**src/rtl/imem_loader_pkg.sv**
```systemverilog
// Shared constants and state encoding for the instruction-memory loader.
// The width constants and HALT encoding match the instruction memory and the
// debug unit.
package imem_loader_pkg;

  localparam int                CPU_NBITS      = 8;
  localparam int                CPU_INST_BITS  = 32;
  localparam logic [31:0]       CPU_HALT_INSTR = 32'hFFFF_FFFF;

  typedef enum logic [1:0] {
    ST_IDLE  = 2'd0,
    ST_LOAD  = 2'd1,
    ST_WRITE = 2'd2,
    ST_DONE  = 2'd3
  } state_t;

endpackage

```
**src/rtl/imem_loader_word_assembler.sv**
```systemverilog
// Byte-to-word assembler for the instruction-memory loader.
// Shifts accepted bytes in big-endian order (first byte ends up in the top
// byte) and flags the cycle in which the fourth byte arrives.
// Ports:
//   clk, rst_n  clock / async active-low reset
//   clear       drop any partial word (restart)
//   accept      loader is willing to take bytes this cycle
//   data, valid incoming byte and its strobe
//   word        completed word: the stored three bytes plus the current byte
//   word_ready  high in the cycle the fourth byte is accepted
module word_assembler
  import imem_loader_pkg::*;
#(
  parameter int NBITS     = CPU_NBITS,
  parameter int INST_BITS = CPU_INST_BITS
) (
  input  logic                 clk,
  input  logic                 rst_n,
  input  logic                 clear,
  input  logic                 accept,
  input  logic [NBITS-1:0]     data,
  input  logic                 valid,
  output logic [INST_BITS-1:0] word,
  output logic                 word_ready
);

  // Only the three oldest bytes need storage; the fourth is taken straight
  // from the input when the word completes.
  logic [INST_BITS-NBITS-1:0] asm_q;
  logic [1:0]                 cnt_q;
  logic                       take;

  assign take       = accept && valid;
  assign word       = {asm_q, data};
  assign word_ready = take && (cnt_q == 2'd3);

  always_ff @(posedge clk or negedge rst_n) begin
    if (!rst_n) begin
      asm_q <= '0;
      cnt_q <= 2'd0;
    end else if (clear) begin
      asm_q <= '0;
      cnt_q <= 2'd0;
    end else if (take) begin
      asm_q <= word[INST_BITS-NBITS-1:0];
      cnt_q <= cnt_q + 2'd1;  // wraps to 0 after the fourth byte
    end
  end

endmodule

```
**src/rtl/imem_loader.sv**
```systemverilog
// Instruction-memory program loader.
// Assembles a received byte stream into big-endian words and writes them to
// consecutive word addresses from 0 until HALT is written or memory fills.
// Ports:
//   i_clk, i_rst_n  clock / async active-low reset
//   i_start         one-cycle pulse: begin or restart a load
//   i_rx_data/valid received byte stream, one byte per valid cycle
//   o_wr_en/addr/data single-cycle memory write, held for a full clock
//   o_busy          load in progress
//   o_done, o_full  load finished / finished because memory filled (sticky)
//   o_word_cnt      words written in the current or last load
//
// state    | meaning
// ST_IDLE  | after reset, waiting for i_start
// ST_LOAD  | collecting bytes of the next word
// ST_WRITE | write strobe asserted for this cycle; next byte may arrive
// ST_DONE  | load finished, byte stream ignored until i_start
module imem_loader
  import imem_loader_pkg::*;
#(
  parameter int                   NBITS      = CPU_NBITS,
  parameter int                   INST_BITS  = CPU_INST_BITS,
  parameter int                   CELLS      = 256,
  parameter logic [INST_BITS-1:0] HALT_INSTR = CPU_HALT_INSTR
) (
  input  logic                 i_clk,
  input  logic                 i_rst_n,
  input  logic                 i_start,
  input  logic [NBITS-1:0]     i_rx_data,
  input  logic                 i_rx_valid,
  output logic                 o_wr_en,
  output logic [INST_BITS-1:0] o_wr_addr,
  output logic [INST_BITS-1:0] o_wr_data,
  output logic                 o_busy,
  output logic                 o_done,
  output logic                 o_full,
  output logic [INST_BITS-1:0] o_word_cnt
);

  localparam logic [INST_BITS-1:0] LAST_ADDR = INST_BITS'(CELLS - 4);
  localparam logic [INST_BITS-1:0] STEP      = INST_BITS'(4);
  localparam logic [INST_BITS-1:0] ONE       = INST_BITS'(1);

  state_t                 state;
  logic                   accept;
  logic                   clear;
  logic [INST_BITS-1:0]   word;
  logic                   word_ready;

  // Bytes are taken in WRITE too, so a byte arriving right after the fourth
  // one becomes byte 0 of the next word instead of being lost.
  assign accept = (state == ST_LOAD) || (state == ST_WRITE);
  assign clear  = i_start && ((state == ST_IDLE) || (state == ST_DONE));

  word_assembler #(
    .NBITS     (NBITS),
    .INST_BITS (INST_BITS)
  ) u_asm (
    .clk        (i_clk),
    .rst_n      (i_rst_n),
    .clear      (clear),
    .accept     (accept),
    .data       (i_rx_data),
    .valid      (i_rx_valid),
    .word       (word),
    .word_ready (word_ready)
  );

  always_ff @(posedge i_clk or negedge i_rst_n) begin
    if (!i_rst_n) begin
      state      <= ST_IDLE;
      o_wr_en    <= 1'b0;
      o_wr_addr  <= '0;
      o_wr_data  <= '0;
      o_busy     <= 1'b0;
      o_done     <= 1'b0;
      o_full     <= 1'b0;
      o_word_cnt <= '0;
    end else begin
      o_wr_en <= 1'b0;
      case (state)
        ST_IDLE, ST_DONE: begin
          if (i_start) begin
            state      <= ST_LOAD;
            o_wr_addr  <= '0;
            o_word_cnt <= '0;
            o_busy     <= 1'b1;
            o_done     <= 1'b0;
            o_full     <= 1'b0;
          end
        end
        ST_LOAD: begin
          if (word_ready) begin
            o_wr_data <= word;
            o_wr_en   <= 1'b1;
            state     <= ST_WRITE;
          end
        end
        ST_WRITE: begin
          o_word_cnt <= o_word_cnt + ONE;
          if (o_wr_data == HALT_INSTR) begin
            // HALT itself is written; address stays on the HALT word.
            state  <= ST_DONE;
            o_busy <= 1'b0;
            o_done <= 1'b1;
          end else if (o_wr_addr == LAST_ADDR) begin
            state  <= ST_DONE;
            o_busy <= 1'b0;
            o_done <= 1'b1;
            o_full <= 1'b1;
          end else begin
            o_wr_addr <= o_wr_addr + STEP;
            state     <= ST_LOAD;
          end
        end
        default: state <= ST_IDLE;
      endcase
    end
  end

endmodule

```
**config.mk**
```make
export PLATFORM = sky130hd
export DESIGN_NAME = imem_loader
export DESIGN_NICKNAME = d
export VERILOG_FILES = /design/src/rtl/imem_loader_pkg.sv /design/src/rtl/imem_loader_word_assembler.sv /design/src/rtl/imem_loader.sv
export SDC_FILE = /design/constraint.sdc
export NUM_CORES = 1
export LEC_CHECK = 0
export CORE_UTILIZATION = 57
export DETAILED_ROUTE_END_ITERATION = 7
export MAX_ROUTING_LAYER = met4
export PLACE_DENSITY = 0.86
export SETUP_SLACK_MARGIN = 0.3
export SYNTH_ARGS = -nofsm -noshare
export SYNTH_HDL_FRONTEND = slang
export SYNTH_HIERARCHICAL = 1
export SYNTH_SLANG_ARGS = --single-unit
```
**constraint.sdc**
```tcl
create_clock -name i_clk -period 4.5 [get_ports i_clk]
set_input_delay 0.45 -clock i_clk [delete_from_list [all_inputs] [get_ports i_clk]]
set_output_delay 0.45 -clock i_clk [all_outputs]
set_load 0.1 [all_outputs]
```
; Word-level counts from Yosys, hierarchy flattened
; Cells that the tools add are included.
[totals]
reg_bits = 128
word_cells = 66
[op_classes]
addsub = 3
n_eq_ne = 12
n_mux = 26
n_reduce_logical = 15
[op_table]
columns = op, n
row1 = case mux 32 bit (2 select lines), 2
row2 = two-way mux 32 bit, 3
row3 = two-way mux 24 bit, 2
row4 = "adder 32 x 1 -> 32 bit, second input constant", 1
row5 = "adder 32 x 3 -> 32 bit, second input constant", 1
row6 = "equality test 32 bit, second input constant", 1
row7 = "equality test 32 x 8 -> 1 bit, second input constant", 1
row8 = two-way mux 2 bit, 6
row9 = two-way mux 1 bit, 9
row10 = AND reduction 4 bit, 2
row11 = "equality test 2 bit, second input constant", 3
row12 = "inequality test 2 bit, second input constant", 3
row13 = case mux 1 bit (2 select lines), 3
row14 = case mux 2 bit (3 select lines), 1
row15 = AND reduction 2 bit, 3
row16 = "inequality test 2 x 1 -> 1 bit, second input constant", 2
row17 = nonzero test 2 bit, 2
row18 = logical AND 1 bit, 3
row19 = "inequality test 3 x 1 -> 1 bit, second input constant", 1
row20 = AND reduction 3 bit, 1
row21 = "adder 2 x 1 -> 2 bit, second input constant", 1
row22 = "equality test 2 x 1 -> 1 bit, second input constant", 1
row23 = zero test 2 bit, 1
row24 = logical OR 1 bit, 2
row25 = OR reduction 2 bit, 1

; Depth between registers and ports, before layout
[logic_depth]
word_depth = 6
ltp_mapped = 10

; Cells and area by module
; Netlist, hierarchy kept.
[by_module_without_submodules]
columns = module, n_inst, cells_each, area_per_inst_um2
row1 = imem_loader, 1, 503, 5026.1
row2 = word_assembler, 1, 107, 1246.2

; Worst setup path before layout
; Ideal clock, no wire load.
[synth_timing]
kind = flip-flop to flip-flop
from = register o_wr_addr[3]
to = register o_wr_addr[9]
setup_time_ns = 0.101
t_arrival_ns = 2.525
setup_slack_ns = 1.875
path_stages_with_launch = 11
path_buffers = 3
cell_sequence = dfrtp_1 > ha_1 > and4_1 > nand4_1 > o2bb2a_4 > buf_6 > buf_2 > buf_2 > a21oi_1 > o21ai_0 > o31ai_1
[synth_via]
elab_chain_len = 4
word_cells_on_any_way = 7
classes_between = add/sub (1) / eq/ne (2) / mux (3) / reduce/logical (1)
[synth_lines]
columns = item, line
row1 = from (decl), imem_loader.sv:32  ; output logic [INST_BITS-1:0] o_wr_addr,
row2 = from (signal assigned), imem_loader.sv:112  ; o_wr_addr <= o_wr_addr + STEP;
row3 = adder 32 x 3 -> 32 bit, imem_loader.sv:112
row4 = two-way mux 32 bit, imem_loader.sv:106  ; end else if (o_wr_addr == LAST_ADDR) begin
row5 = two-way mux 32 bit, imem_loader.sv:101  ; if (o_wr_data == HALT_INSTR) begin
row6 = case mux 32 bit (2 select lines), imem_loader.sv:81  ; case (state)
; Parallel ways exist; a longest one is shown, timed or not. The select of a mux whose other input is x is not followed.
; A chain may end at the register's enable or synchronous reset.

; Worst setup path after layout
[layout_timing]
from = register state[0]
to = register o_word_cnt[31]
[layout_via]
elab_chain_len = 4
word_cells_on_any_way = 8
classes_between = eq/ne (3) / mux (1) / reduce/logical (4)
[layout_lines]
columns = item, line
row1 = from (decl), imem_loader.sv:44  ; state_t state;
row2 = from (signal assigned), imem_loader.sv:71  ; state <= ST_IDLE;
row3 = from (signal assigned), imem_loader.sv:84  ; state <= ST_LOAD;
row4 = from (signal assigned), imem_loader.sv:96  ; state <= ST_WRITE;
row5 = equality test 2 bit / zero test 2 bit (equally long branches), imem_loader.sv:81
row6 = OR reduction 2 bit, imem_loader.sv:81
row7 = inequality test 2 bit (no line) / nonzero test 2 bit (equally long branches), -
row8 = AND reduction 2 bit (no line), -
row9 = to (signal assigned), imem_loader.sv:100  ; o_word_cnt <= o_word_cnt + ONE;
row10 = to (decl), imem_loader.sv:37  ; output logic [INST_BITS-1:0] o_word_cnt
; Parallel ways exist; a longest one is shown, timed or not.

==> results.toml <==
[cts]
number_of_buffers_on_the_longest_clock_path = 2
post_cts_resize_count = 0
tritoncts = "built"
cts-buffers-inserted = 17
cts.sink_count = 126
postCtsSetupRepairBufs = 0
clock-root-buffer = "sky130_fd_sc_hd__clkbuf_8"
clock_tree.htree_level_count = 4
clkTransAtPathRegs_ns = 0.06
clk_latency_ns = 0.52
postCtsHoldBufs = 1

[routing]
vias = 5241
met3WireLength_um = 934
drt.antenna.violating_nets = 0
drt-pass1-iter-count = 5
drt_wl_total_um = 15900
met2WireLength_um = 7980
detail_route.iter0.violations = 380
highest-signal-layer = "met4"
via_to_cell_ratio = 6.11
wl_per_cell_um = 18.6
drc_errors = 0
drt-met1-wl_um = 6660

[grt]
grt_start_max_net_pins = 50
grt_overflow_total = 0
first_global_vias = 5222
grt_antenna_before_repair = 0
grt_first_pass_wirelength_um = 26200
groute.usage.overall_pct = 30.4

[sta]
unrepaired_setup_endpoints_after_global_routing = "false"
worst_pin_slew_ns = 1.14
postLayoutSetupSlackWorst_ns = 1.65
fin_setup_tns_ns = 0
layout_worst_path_cycle_share_pct = 63.4
timing.final.hold_violations = 0
timing.clock.skew_ns = 0.00999
final_report_max_slew_violation_count = 0
timing.max_slew.rel_slack_pct = 24.0
finalCriticalPeriod_ns = 2.85
timing.fmax_mhz = 351
final_setup_vio_count = 0

[yosys]
async_set_reset_flop_share_out_of_synthesis_pct = 100
netlist_top_cells_area = "sky130_fd_sc_hd__dfrtp_1 50%, sky130_fd_sc_hd__mux2_2 6.1%, sky130_fd_sc_hd__mux2i_1 3.7%, sky130_fd_sc_hd__xor2_1 3.4%, sky130_fd_sc_hd__nand2_1 3.0%"
syn_avg_cell_area_um2 = 10.3
ys_ff_latch = 126
synth.distinct_cells = 52
post_synth_instance_area_um2 = 6270
yosys.area.top_type_share_pct = 50.3
yosys_warnings = 6
synth.yosys.seq_area_share_pct = 50.3
synth_top_area_cell = "sky130_fd_sc_hd__dfrtp_1"
synthCells = 610
yosys_most_used_dff = "sky130_fd_sc_hd__dfrtp_1"
synth-edff-count = 0

[floorplanning]
design.portCount = 112
die_h_um = 107
core_region_area_um2 = 10500
start_util_pct = 59.7
fp.dieArea_um2 = 11400
floorplan.die.width_um = 107
placementRows = 37

[placement]
place.detailed.hpwl_um = 10600
postPlaceCellArea_um2 = 7380
port_buffers = 109
gp_congestion = 0.919
place_ws_ns = 1.67

[setup_path]
timing_worst_setup_path_type = "flip-flop to flip-flop"
crit_path_end_kind = "flip-flop"
cp_data_required_time_ns = 4.84
worst-path-max-fanout = 33
crit_arrival_ns = 3.20
crit_path_start_kind = "flip-flop"

[layout]
post_route_cells_drive_above_1_share_pct = 11.6
post-route-cell-area_um2 = 8050
final_nets = 727
antenna-diode-count = 0
area.growth.synth_to_final_pct = 28.3

[worst_hold_path]
worst_hold_path_type = "input pin to async pin"

[power]
power_mw = 5.44
power.density_nw_per_um2 = 676
power.ir.vdd_worst_v = 0.000781
leakage_nw = 3.52

[flow_run]
cap_violations = 0

[outcome]
outcome = "completed"
==> worst max-delay path: stages, from the launching register on <==
cell and delay [ns]:
sky130_fd_sc_hd__dfrtp_1 0.41, sky130_fd_sc_hd__inv_1 0.07, sky130_fd_sc_hd__ha_1 0.71, sky130_fd_sc_hd__mux2i_2 0.14
sky130_fd_sc_hd__buf_4 0.29, sky130_fd_sc_hd__nor3b_2 0.43, sky130_fd_sc_hd__and4_1 0.28, sky130_fd_sc_hd__nand3_1 0.09
sky130_fd_sc_hd__xor2_1 0.18, sky130_fd_sc_hd__nor2_1 0.07
==> through the flow <==
step	std cells	hold WS (ns)	util (%)
2_1_floorplan	611	0.154	-
3_3_place_gp	825	0.405	70.2
3_5_place_dp	825	0.406	70.2
4_1_cts	858	0.413	76.6
5_1_grt	858	0.441	76.6
6_report	858	0.411	76.6
==> layout make-up <==
cell class,instances,area (um2)
clock buffers,19,422
clock inverters,13,238
fillers,684,2460
inverters,14,52.6
multi-input cells,435,2880
flip-flops and latches,126,3150
well taps,136,170
repair buffers,115,1140
==> synthesized netlist by cell type (2+ instances only) <==
cell / number
sky130_fd_sc_hd__dfrtp_1: 126
sky130_fd_sc_hd__nand2_1: 50
sky130_fd_sc_hd__nor2_1: 50
sky130_fd_sc_hd__nand3_1: 35
sky130_fd_sc_hd__mux2_2: 34
sky130_fd_sc_hd__o21ai_0: 27
sky130_fd_sc_hd__nand2b_1: 26
sky130_fd_sc_hd__nand4_1: 26
sky130_fd_sc_hd__xor2_1: 24
sky130_fd_sc_hd__mux2i_1: 23
sky130_fd_sc_hd__clkbuf_1: 18
sky130_fd_sc_hd__a21oi_1: 13
sky130_fd_sc_hd__inv_1: 13
sky130_fd_sc_hd__and3_1: 10
sky130_fd_sc_hd__buf_4: 10
sky130_fd_sc_hd__nor4_1: 9
sky130_fd_sc_hd__o21ai_1: 9
sky130_fd_sc_hd__and2_1: 8
sky130_fd_sc_hd__and4_1: 8
sky130_fd_sc_hd__nand4b_1: 8
sky130_fd_sc_hd__or3_1: 7
sky130_fd_sc_hd__a31oi_1: 6
sky130_fd_sc_hd__ha_1: 6
sky130_fd_sc_hd__nor2b_1: 6
sky130_fd_sc_hd__o211ai_1: 6
sky130_fd_sc_hd__buf_2: 5
sky130_fd_sc_hd__nor3_1: 5
sky130_fd_sc_hd__xnor2_1: 5
sky130_fd_sc_hd__or4_1: 4
sky130_fd_sc_hd__buf_6: 3
sky130_fd_sc_hd__nor3_2: 3
sky130_fd_sc_hd__a22o_1: 2
sky130_fd_sc_hd__nand3_2: 2
sky130_fd_sc_hd__nor4_2: 2
sky130_fd_sc_hd__o22ai_1: 2
sky130_fd_sc_hd__o311ai_0: 2
sky130_fd_sc_hd__o31ai_1: 2
==> kinds of logic after synthesis <==
logic type / count (synthesis) / synth area share (%)
simple gates: 261 / 22.6
flops: 126 / 50.3
fa+ha+maj: 6 / 1.20
compound gates: 80 / 7.96
other cells: 1 / 0.0598
buf+inv: 50 / 4.05
xor+xnor: 29 / 4.05
mux: 57 / 9.77
==> metal layers <==
| metal | global-route usage [%] | vias to the layer above |
|---|---|---|
| met2 | 49.8 | 244 |
| met3 | 4.92 | 42 |
| met4 | 10.6 | 0 |
| met5 | - | - |
| li1 | - | 2387 |
| met1 | 38.6 | 2568 |
==> report_power, final <==
part	internal [mW]	leakage [nW]	total (mW)	switching, mW
clock network	1.02	0.321	1.53	0.512
registers	1.40	1.69	1.62	0.222
logic	0.597	1.51	2.29	1.69
total	3.01	3.52	5.44	2.43
==> path summary, 6_finish.rpt <==
kind / slack [ns] / endpoint / cells past startpoint / from
setup / recovery: 1.65 / o_word_cnt[31] / 9 / state[0]
hold / removal: 0.41 / o_wr_addr[28] / 2 / i_rst_n
setup reg to reg: 1.65 / o_word_cnt[31] / 9 / state[0]
hold reg to reg: 0.51 / o_done / 1 / o_done
max in group asynchronous: 3.13 / o_wr_data[21] / 3 / i_rst_n
min in group i_clk: 0.51 / o_done / 1 / o_done
==> placed cells by master (no fill, tap or decap), types with 9 or more instances in the layout <==
cell type                         netlist  final
sky130_fd_sc_hd__nor4_1                 9      9
sky130_fd_sc_hd__nand2_1               50     50
sky130_fd_sc_hd__nor2_1                50     49
sky130_fd_sc_hd__o21ai_1                9      9
sky130_fd_sc_hd__clkbuf_16              0     16
sky130_fd_sc_hd__a21oi_1               13     13
sky130_fd_sc_hd__o21ai_0               27     27
sky130_fd_sc_hd__nand2b_1              26     26
sky130_fd_sc_hd__and3_1                10     10
sky130_fd_sc_hd__xor2_1                24     24
sky130_fd_sc_hd__mux2i_1               23     22
sky130_fd_sc_hd__mux2_2                34     34
sky130_fd_sc_hd__nand4_1               26     26
sky130_fd_sc_hd__dfrtp_1              126    126
sky130_fd_sc_hd__inv_1                 13     13
sky130_fd_sc_hd__nand3_1               35     35
sky130_fd_sc_hd__clkdlybuf4s50_1        0    108
==> flip-flops by register name (all words and copies together) (netlist names) <==
signal,cells
o_busy,1
o_wr_data,32
o_wr_en,1
o_done,1
u_asm/cnt_q,2
state,2
o_full,1
o_word_cnt,32
u_asm/asm_q,24
o_wr_addr,30
Note: power is estimated with default switching activity, not from simulation.
